<file path="src/rtl/pipe_ctrl_if.sv">
// Signal bundle between the pipeline datapath and pipe_ctrl.
// Defining CTRL_PERF_CNT_EN adds the stall/flush performance counter outputs.
interface pipe_ctrl_if;
    logic [4:0]  id_rs1_raddr_i;
    logic [4:0]  id_rs2_raddr_i;
    logic [1:0]  id_rs_used_i;
    logic        ex_valid_i;
    logic [4:0]  ex_rd_waddr_i;
    logic [2:0]  ex_wb_sel_i;
    logic        ex_jump_i;
    logic [31:0] ex_jump_addr_i;
    logic        mem_req_i;
    logic        mem_ack_i;
    logic        hold_pc_o;
    logic        hold_if_id_o;
    logic        hold_id_ex_o;
    logic        hold_ex_mem_o;
    logic        flush_if_id_o;
    logic        flush_id_ex_o;
    logic        jump_o;
    logic [31:0] jump_addr_o;
    logic        mem_err_o;
    logic [1:0]  state_o;
`ifdef CTRL_PERF_CNT_EN
    logic [31:0] stall_cnt_o;
    logic [31:0] flush_cnt_o;
`endif

    // Pipeline side: reports hazards and memory status, obeys holds/flushes.
    modport master (
        output id_rs1_raddr_i, id_rs2_raddr_i, id_rs_used_i, ex_valid_i,
               ex_rd_waddr_i, ex_wb_sel_i, ex_jump_i, ex_jump_addr_i,
               mem_req_i, mem_ack_i,
        input  hold_pc_o, hold_if_id_o, hold_id_ex_o, hold_ex_mem_o,
               flush_if_id_o, flush_id_ex_o, jump_o, jump_addr_o,
               mem_err_o, state_o
`ifdef CTRL_PERF_CNT_EN
        , input stall_cnt_o, flush_cnt_o
`endif
    );

    // Controller side.
    modport slave (
        input  id_rs1_raddr_i, id_rs2_raddr_i, id_rs_used_i, ex_valid_i,
               ex_rd_waddr_i, ex_wb_sel_i, ex_jump_i, ex_jump_addr_i,
               mem_req_i, mem_ack_i,
        output hold_pc_o, hold_if_id_o, hold_id_ex_o, hold_ex_mem_o,
               flush_if_id_o, flush_id_ex_o, jump_o, jump_addr_o,
               mem_err_o, state_o
`ifdef CTRL_PERF_CNT_EN
        , output stall_cnt_o, flush_cnt_o
`endif
    );
endinterface

</file>
<file path="src/rtl/pipe_ctrl.sv">
// Pipeline hazard controller: memory stalls with timeout, EX jump redirect, load-use bubbles.
// Optional CTRL_PERF_CNT_EN adds stall-cycle and jump counters.
module pipe_ctrl #(
    parameter logic [7:0] MEM_TIMEOUT = 8'd255
) (
    input  logic       clk,
    input  logic       rst,
    pipe_ctrl_if.slave ctrl
);

    typedef enum logic [1:0] {
        ST_RUN      = 2'b00,
        ST_MEM_WAIT = 2'b10,
        ST_REDIRECT = 2'b11
    } state_e;

    state_e      state_r;
    state_e      state_nxt_s;
    logic [7:0]  wait_cnt_r;
    logic        jump_pend_r;
    logic [31:0] jump_pend_addr_r;

    logic        load_use_s;
    logic        timeout_s;
    logic        latch_jump_s;
    logic        clr_pend_s;
    logic        hold_pc_s;
    logic        hold_if_id_s;
    logic        hold_id_ex_s;
    logic        hold_ex_mem_s;
    logic        flush_if_id_s;
    logic        flush_id_ex_s;
    logic        jump_s;
    logic [31:0] jump_addr_s;
    logic        mem_err_s;

    function automatic logic rs_hit(input logic [4:0] rs, input logic used, input logic [4:0] rd);
        return used && (rs == rd);
    endfunction

    assign load_use_s = ctrl.ex_valid_i && (ctrl.ex_wb_sel_i == 3'b011) &&
                        (ctrl.ex_rd_waddr_i != 5'd0) &&
                        (rs_hit(ctrl.id_rs1_raddr_i, ctrl.id_rs_used_i[0], ctrl.ex_rd_waddr_i) ||
                         rs_hit(ctrl.id_rs2_raddr_i, ctrl.id_rs_used_i[1], ctrl.ex_rd_waddr_i));

    // Counter reads k-1 in the k-th wait cycle, so the timeout fires on cycle MEM_TIMEOUT.
    assign timeout_s = (wait_cnt_r == (MEM_TIMEOUT - 8'd1));

    // Next-state and output decode; priority is memory stall, then jump, then load-use.
    always_comb begin
        state_nxt_s   = state_r;
        hold_pc_s     = 1'b0;
        hold_if_id_s  = 1'b0;
        hold_id_ex_s  = 1'b0;
        hold_ex_mem_s = 1'b0;
        flush_if_id_s = 1'b0;
        flush_id_ex_s = 1'b0;
        jump_s        = 1'b0;
        jump_addr_s   = 32'd0;
        mem_err_s     = 1'b0;
        latch_jump_s  = 1'b0;
        clr_pend_s    = 1'b0;
        case (state_r)
            ST_RUN: begin
                if (ctrl.mem_req_i && !ctrl.mem_ack_i) begin
                    hold_pc_s     = 1'b1;
                    hold_if_id_s  = 1'b1;
                    hold_id_ex_s  = 1'b1;
                    hold_ex_mem_s = 1'b1;
                    latch_jump_s  = ctrl.ex_jump_i;
                    state_nxt_s   = ST_MEM_WAIT;
                end else if (ctrl.ex_jump_i) begin
                    jump_s        = 1'b1;
                    jump_addr_s   = ctrl.ex_jump_addr_i;
                    flush_if_id_s = 1'b1;
                    flush_id_ex_s = 1'b1;
                    state_nxt_s   = ST_REDIRECT;
                end else if (load_use_s) begin
                    hold_pc_s     = 1'b1;
                    hold_if_id_s  = 1'b1;
                    flush_id_ex_s = 1'b1;
                end else begin
                    state_nxt_s   = ST_RUN;
                end
            end
            ST_MEM_WAIT: begin
                if (ctrl.mem_ack_i) begin
                    clr_pend_s = 1'b1;
                    if (jump_pend_r) begin
                        jump_s        = 1'b1;
                        jump_addr_s   = jump_pend_addr_r;
                        flush_if_id_s = 1'b1;
                        flush_id_ex_s = 1'b1;
                        state_nxt_s   = ST_REDIRECT;
                    end else if (ctrl.ex_jump_i) begin
                        jump_s        = 1'b1;
                        jump_addr_s   = ctrl.ex_jump_addr_i;
                        flush_if_id_s = 1'b1;
                        flush_id_ex_s = 1'b1;
                        state_nxt_s   = ST_REDIRECT;
                    end else begin
                        state_nxt_s   = ST_RUN;
                    end
                end else if (timeout_s) begin
                    mem_err_s     = 1'b1;
                    flush_id_ex_s = 1'b1;
                    clr_pend_s    = 1'b1;
                    state_nxt_s   = ST_RUN;
                end else begin
                    hold_pc_s     = 1'b1;
                    hold_if_id_s  = 1'b1;
                    hold_id_ex_s  = 1'b1;
                    hold_ex_mem_s = 1'b1;
                    latch_jump_s  = ctrl.ex_jump_i;
                    state_nxt_s   = ST_MEM_WAIT;
                end
            end
            ST_REDIRECT: begin
                // The jump itself occupies MEM here, so no stall or new jump can arise.
                flush_id_ex_s = 1'b1;
                state_nxt_s   = ST_RUN;
            end
            default: begin
                state_nxt_s   = ST_RUN;
            end
        endcase
    end

    // State register.
    always_ff @(posedge clk) begin
        if (rst) begin
            state_r <= ST_RUN;
        end else begin
            state_r <= state_nxt_s;
        end
    end

    // Wait counter: held at zero outside MEM_WAIT so every entry starts from zero.
    always_ff @(posedge clk) begin
        if (rst) begin
            wait_cnt_r <= 8'd0;
        end else if (state_r == ST_MEM_WAIT) begin
            wait_cnt_r <= wait_cnt_r + 8'd1;
        end else begin
            wait_cnt_r <= 8'd0;
        end
    end

    // Pending jump captured during a stall; the first target seen is kept.
    always_ff @(posedge clk) begin
        if (rst) begin
            jump_pend_r      <= 1'b0;
            jump_pend_addr_r <= 32'd0;
        end else if (clr_pend_s) begin
            jump_pend_r      <= 1'b0;
            jump_pend_addr_r <= 32'd0;
        end else if (latch_jump_s && !jump_pend_r) begin
            jump_pend_r      <= 1'b1;
            jump_pend_addr_r <= ctrl.ex_jump_addr_i;
        end else begin
            jump_pend_r      <= jump_pend_r;
            jump_pend_addr_r <= jump_pend_addr_r;
        end
    end

    assign ctrl.hold_pc_o     = hold_pc_s;
    assign ctrl.hold_if_id_o  = hold_if_id_s;
    assign ctrl.hold_id_ex_o  = hold_id_ex_s;
    assign ctrl.hold_ex_mem_o = hold_ex_mem_s;
    assign ctrl.flush_if_id_o = flush_if_id_s;
    assign ctrl.flush_id_ex_o = flush_id_ex_s;
    assign ctrl.jump_o        = jump_s;
    assign ctrl.jump_addr_o   = jump_addr_s;
    assign ctrl.mem_err_o     = mem_err_s;
    assign ctrl.state_o       = state_r;

`ifdef CTRL_PERF_CNT_EN
    logic [31:0] stall_cnt_r;
    logic [31:0] flush_cnt_r;

    // Performance counters, free-running with natural 32-bit wrap.
    always_ff @(posedge clk) begin
        if (rst) begin
            stall_cnt_r <= 32'd0;
            flush_cnt_r <= 32'd0;
        end else begin
            stall_cnt_r <= stall_cnt_r + {31'd0, hold_pc_s};
            flush_cnt_r <= flush_cnt_r + {31'd0, jump_s};
        end
    end

    assign ctrl.stall_cnt_o = stall_cnt_r;
    assign ctrl.flush_cnt_o = flush_cnt_r;
`endif

endmodule

</file>
<file path="src/flat_wrapper.sv">
// flat-port wrapper written by rule: the top's interface ports become plain ports
module pipe_ctrl_flat 
#(
    parameter logic [7:0] MEM_TIMEOUT = 8'd255
)
  (clk, rst, ctrl_id_rs1_raddr_i, ctrl_id_rs2_raddr_i, ctrl_id_rs_used_i, ctrl_ex_valid_i, ctrl_ex_rd_waddr_i, ctrl_ex_wb_sel_i, ctrl_ex_jump_i, ctrl_ex_jump_addr_i, ctrl_mem_req_i, ctrl_mem_ack_i, ctrl_hold_pc_o, ctrl_hold_if_id_o, ctrl_hold_id_ex_o, ctrl_hold_ex_mem_o, ctrl_flush_if_id_o, ctrl_flush_id_ex_o, ctrl_jump_o, ctrl_jump_addr_o, ctrl_mem_err_o, ctrl_state_o);
  pipe_ctrl_if ctrl_i ();
  input  logic clk;
  input  logic rst;
  input wire logic [$bits(ctrl_i.id_rs1_raddr_i)-1:0] ctrl_id_rs1_raddr_i;
  input wire logic [$bits(ctrl_i.id_rs2_raddr_i)-1:0] ctrl_id_rs2_raddr_i;
  input wire logic [$bits(ctrl_i.id_rs_used_i)-1:0] ctrl_id_rs_used_i;
  input wire logic [$bits(ctrl_i.ex_valid_i)-1:0] ctrl_ex_valid_i;
  input wire logic [$bits(ctrl_i.ex_rd_waddr_i)-1:0] ctrl_ex_rd_waddr_i;
  input wire logic [$bits(ctrl_i.ex_wb_sel_i)-1:0] ctrl_ex_wb_sel_i;
  input wire logic [$bits(ctrl_i.ex_jump_i)-1:0] ctrl_ex_jump_i;
  input wire logic [$bits(ctrl_i.ex_jump_addr_i)-1:0] ctrl_ex_jump_addr_i;
  input wire logic [$bits(ctrl_i.mem_req_i)-1:0] ctrl_mem_req_i;
  input wire logic [$bits(ctrl_i.mem_ack_i)-1:0] ctrl_mem_ack_i;
  output wire logic [$bits(ctrl_i.hold_pc_o)-1:0] ctrl_hold_pc_o;
  output wire logic [$bits(ctrl_i.hold_if_id_o)-1:0] ctrl_hold_if_id_o;
  output wire logic [$bits(ctrl_i.hold_id_ex_o)-1:0] ctrl_hold_id_ex_o;
  output wire logic [$bits(ctrl_i.hold_ex_mem_o)-1:0] ctrl_hold_ex_mem_o;
  output wire logic [$bits(ctrl_i.flush_if_id_o)-1:0] ctrl_flush_if_id_o;
  output wire logic [$bits(ctrl_i.flush_id_ex_o)-1:0] ctrl_flush_id_ex_o;
  output wire logic [$bits(ctrl_i.jump_o)-1:0] ctrl_jump_o;
  output wire logic [$bits(ctrl_i.jump_addr_o)-1:0] ctrl_jump_addr_o;
  output wire logic [$bits(ctrl_i.mem_err_o)-1:0] ctrl_mem_err_o;
  output wire logic [$bits(ctrl_i.state_o)-1:0] ctrl_state_o;
  assign ctrl_i.id_rs1_raddr_i = ctrl_id_rs1_raddr_i;
  assign ctrl_i.id_rs2_raddr_i = ctrl_id_rs2_raddr_i;
  assign ctrl_i.id_rs_used_i = ctrl_id_rs_used_i;
  assign ctrl_i.ex_valid_i = ctrl_ex_valid_i;
  assign ctrl_i.ex_rd_waddr_i = ctrl_ex_rd_waddr_i;
  assign ctrl_i.ex_wb_sel_i = ctrl_ex_wb_sel_i;
  assign ctrl_i.ex_jump_i = ctrl_ex_jump_i;
  assign ctrl_i.ex_jump_addr_i = ctrl_ex_jump_addr_i;
  assign ctrl_i.mem_req_i = ctrl_mem_req_i;
  assign ctrl_i.mem_ack_i = ctrl_mem_ack_i;
  assign ctrl_hold_pc_o = ctrl_i.hold_pc_o;
  assign ctrl_hold_if_id_o = ctrl_i.hold_if_id_o;
  assign ctrl_hold_id_ex_o = ctrl_i.hold_id_ex_o;
  assign ctrl_hold_ex_mem_o = ctrl_i.hold_ex_mem_o;
  assign ctrl_flush_if_id_o = ctrl_i.flush_if_id_o;
  assign ctrl_flush_id_ex_o = ctrl_i.flush_id_ex_o;
  assign ctrl_jump_o = ctrl_i.jump_o;
  assign ctrl_jump_addr_o = ctrl_i.jump_addr_o;
  assign ctrl_mem_err_o = ctrl_i.mem_err_o;
  assign ctrl_state_o = ctrl_i.state_o;
  pipe_ctrl #(.MEM_TIMEOUT(MEM_TIMEOUT)) u_core (.clk(clk), .rst(rst), .ctrl(ctrl_i));
endmodule
</file>
<file path="config.mk">
export PLATFORM = sky130hd
export DESIGN_NAME = pipe_ctrl_flat
export DESIGN_NICKNAME = d
export VERILOG_FILES = /design/src/rtl/pipe_ctrl_if.sv /design/src/rtl/pipe_ctrl.sv /design/src/flat_wrapper.sv
export SDC_FILE = /design/constraint.sdc
export NUM_CORES = 1
export LEC_CHECK = 0
export ABC_AREA = 1
export CAP_MARGIN = 15
export CORE_MARGIN = 4
export CORE_UTILIZATION = 45
export DETAILED_ROUTE_END_ITERATION = 16
export PLACE_DENSITY = 0.77
export SETUP_SLACK_MARGIN = 0.3
export SLEW_MARGIN = 20
export SYNTH_ARGS = -nofsm -noshare
export SYNTH_HDL_FRONTEND = slang
export SYNTH_SLANG_ARGS = --single-unit
</file>
<file path="constraint.sdc">
create_clock -name clk -period 1.8 [get_ports clk]
set_clock_uncertainty 0.05 [all_clocks]
set_input_delay 0.18 -clock clk [delete_from_list [all_inputs] [get_ports clk]]
set_output_delay 0.18 -clock clk [all_outputs]
set_load 0.01 [all_outputs]
</file>
==> metrics.txt <==
Routed WL=11.77 mm; Post-Synthesis Cells=397; share of cells above drive strength 1=45.62%; ys flop type=dfxtp_1; num rows=27; Residual DRC=0; worst hold path type=flip-flop to flip-flop; post-synthesis async set-or-reset flop share=0%; reg-to-reg critical path startpoint=u_core.ctrl.state_o[0]; Peak VDD IR=0.3799 mV; crit path from=ctrl_ex_jump_i; 1st-pass router iterations=5; slowest CP cell=clkdlybuf4s50_1; CTS sink cnt=43; CTS tree=done; cts bufs inserted=5; Fillers=295; fin cells=609; hold_buf cts=0; Skew-Pair Late Insertion Delay=0.30 ns; hold_ws=0.4219 ns; Seq cells post-synth=43; GR Util All Layers=27.16%; 1st-iter DRT viols=365; WL/cell=19.33 um; commonest cells after routing, fill and taps aside=nand3_1, inv_1, clkdlybuf4s50_1; CTS Root Cell=clkbuf_8; Core Region=0.005642 sq mm; sequential area share after synthesis=32.10%; Pleak=0.002125 uW; Top Ports=100; Area Overhead vs Synth=80.96%; FF-to-FF setup slack=-0.14 ns; final core occ=86.01%; RR Endpoint=u_core.jump_pend_addr_r[0]; status=finished with violations; crit path capture type=output port; Mapped Nets=457; synth warn=0; Sw Share=35.76%; post-route ant nets=0; flip-flop and latch area=868.3 sq um; min Tclk post-route=2.117 ns; Hold Startpoint=u_core.jump_pend_addr_r[19]; Final Hold Violating Endpoints=0; most frequent CP cell=buf_6; measured slew at the worst slew-check pin=0.4659 ns; largest cells by area after synthesis=dfxtp_1, nand3_1, nand2_1; Unique masters post-synth=28; fin area=0.004852 sq mm; area taken by multi-input logic gates=0.001946 sq mm; Seq pwr share=35.1%; Power Internal=1897 uW; routed via count=3,475; worst reg2reg path depth=14; final RePlAce weighted congestion=0.8206; Setup crit start kind=primary input; Comb power frac=43.3%; part of the cycle the worst path needs=117.6%; # setup viols final=71; crit-path max FO=11; violated checks=negative setup slack; slew margin rel.=68.84%; Mapped Area=0.002681 sq mm; Post-synth EDFFs=0; Clk network pwr share=21.6%; most common cell after layout, fill and taps aside=nand3_1; hold depth=2; vias in the first global route=3,357; CP cell instances=clkdlybuf4s50_1 > inv_1 > nor3_4 > buf_6 > a31oi_4 > buf_6 > buf_12 > o21ai_2 > buf_2; Max clock buf depth=2; diodes inserted=0; placed cells=574; syn_area_per_cell=6.754 sq um; Via-to-Cell Ratio=5.706; DIE HEIGHT=85.19 um; Synth top area share=32.10%; clk slew on worst S/H paths=0.08 ns; P_sw=1056 uW; Crit Path Category=primary input to output port; worst endpoint data arrival time=1.89 ns; Pwr per Cell Area=608.6 mW/mm^2; CP max stage delay=0.55 ns; initial antenna violation count=0; htree depth=2; RSZ-0062 raised after global routing=true; CP required=1.57 ns; GR Overflow Total=0; first-pass GRT wire length=15.93 mm; final worst slack=-0.3165 ns; Final HPWL DP=5.582 mm; # nets final=596; number of I/O port buffers=99; Worst Hold End=u_core.jump_pend_addr_r[19]; fmax=472.5 MHz; placed instance area=0.003919 sq mm; Initial Util=47.53%; Die Wd=85.19 um; leading area contributor after synthesis=dfxtp_1; Max-cap violations=0; largest net degree at the start of global routing=24; die area=0.007257 sq mm; final count of pins violating max slew=0
[worst max-delay path: cells and delay by family]
family                 cells  cell delay [ns]
buffers and inverters      6             1.27
AOI/OAI and AO/OA          2             0.19
and+or+nand+nor            1             0.23
[cells by family (layout without fill, tap and decap cells)]
family                   count (synthesis)  count (layout)  share of synthesized area [%]
AND/OR/NAND/NOR                        181             181                          30.94
AO/OA/AOI/OAI                           80              80                          20.11
flip-flops                              43              43                          32.10
buffers and inverters                   91             231                          15.91
adder cells (fa/ha/maj)                  2               2                         0.9331
[area by class of cell]
| cell class | count | area share (%) |
|---|---|---|
| well taps | 72 | 1.857 |
| clock inverters | 2 | 0.2579 |
| clock buffers | 6 | 1.496 |
| repair buffers | 157 | 33.14 |
| multi-input cells | 263 | 40.10 |
| flip-flops and latches | 43 | 17.90 |
| inverters | 66 | 5.260 |
[repair_timing]
item,CTS,global route
resized for setup,293,54
buffers inserted,14,5
setup endpoints to repair,74,74
gates cloned,7,1
pin swaps,22,6
[power by group through the flow]
| stage | Combinational, uW | Clock [uW] | Sequential [uW] |
|---|---|---|---|
| after detailed placement | 886 | 0 | 1040 |
| after floorplan | 446 | 0 | 1040 |
| after global placement | 872 | 0 | 1030 |
| after global routing | 1340 | 678 | 1040 |
| after CTS | 1090 | 609 | 1020 |
| final | 1280 | 638 | 1040 |
[per-layer routing]
| layer | track usage [%] | wire length [um] | share of wire [%] | up-vias |
|---|---|---|---|---|
| met5 | 0 | 0 | 0 | - |
| met3 | 5.049 | 946 | 8.0 | 81 |
| met4 | 14.10 | 804 | 6.8 | 0 |
| met2 | 50.49 | 5990 | 51 | 223 |
| met1 | 28.74 | 4031 | 34 | 1613 |
| li1 | - | - | - | 1558 |
[stage by stage]
stage	total power [uW]	setup TNS, ns	setup WS (ns)
2_1_floorplan	1483	0	0.2588
3_3_place_gp	1906	-23.11	-0.4785
3_5_place_dp	1922	-24.76	-0.4968
4_1_cts	2720	-4.088	-0.1838
5_1_grt	3060	-15.25	-0.3225
6_report	2953	-12.49	-0.3165
[how the worst max path moves through the flow]
| stage | slack, ns | end |
|---|---|---|
| final | -0.32 | ctrl_jump_addr_o[31] |
| after detailed placement | -0.50 | ctrl_jump_addr_o[31] |
| after CTS | -0.18 | ctrl_jump_addr_o[4] |
| after floorplan | 0.26 | ctrl_hold_pc_o |
| after global routing | -0.32 | ctrl_jump_addr_o[18] |
| after global placement | -0.48 | ctrl_jump_addr_o[31] |
[Yosys cell counts (2+ instances only)]
library cell,instances
a21oi_1,38
buf_2,5
buf_4,3
buf_6,9
clkbuf_1,8
dfxtp_1,43
ha_1,2
inv_1,64
inv_2,2
nand2_1,76
nand2_2,2
nand3_1,72
nor2_1,20
nor2_4,2
nor3_1,3
o21ai_0,7
o21ai_2,30
[flip-flops by register name, summed over array words and instances, names as in the netlist]
name / flops
u_core.wait_cnt_r: 8
u_core.ctrl.state_o: 2
u_core.jump_pend_r: 1
u_core.jump_pend_addr_r: 32
Note: power is estimated with default switching activity, not from simulation.
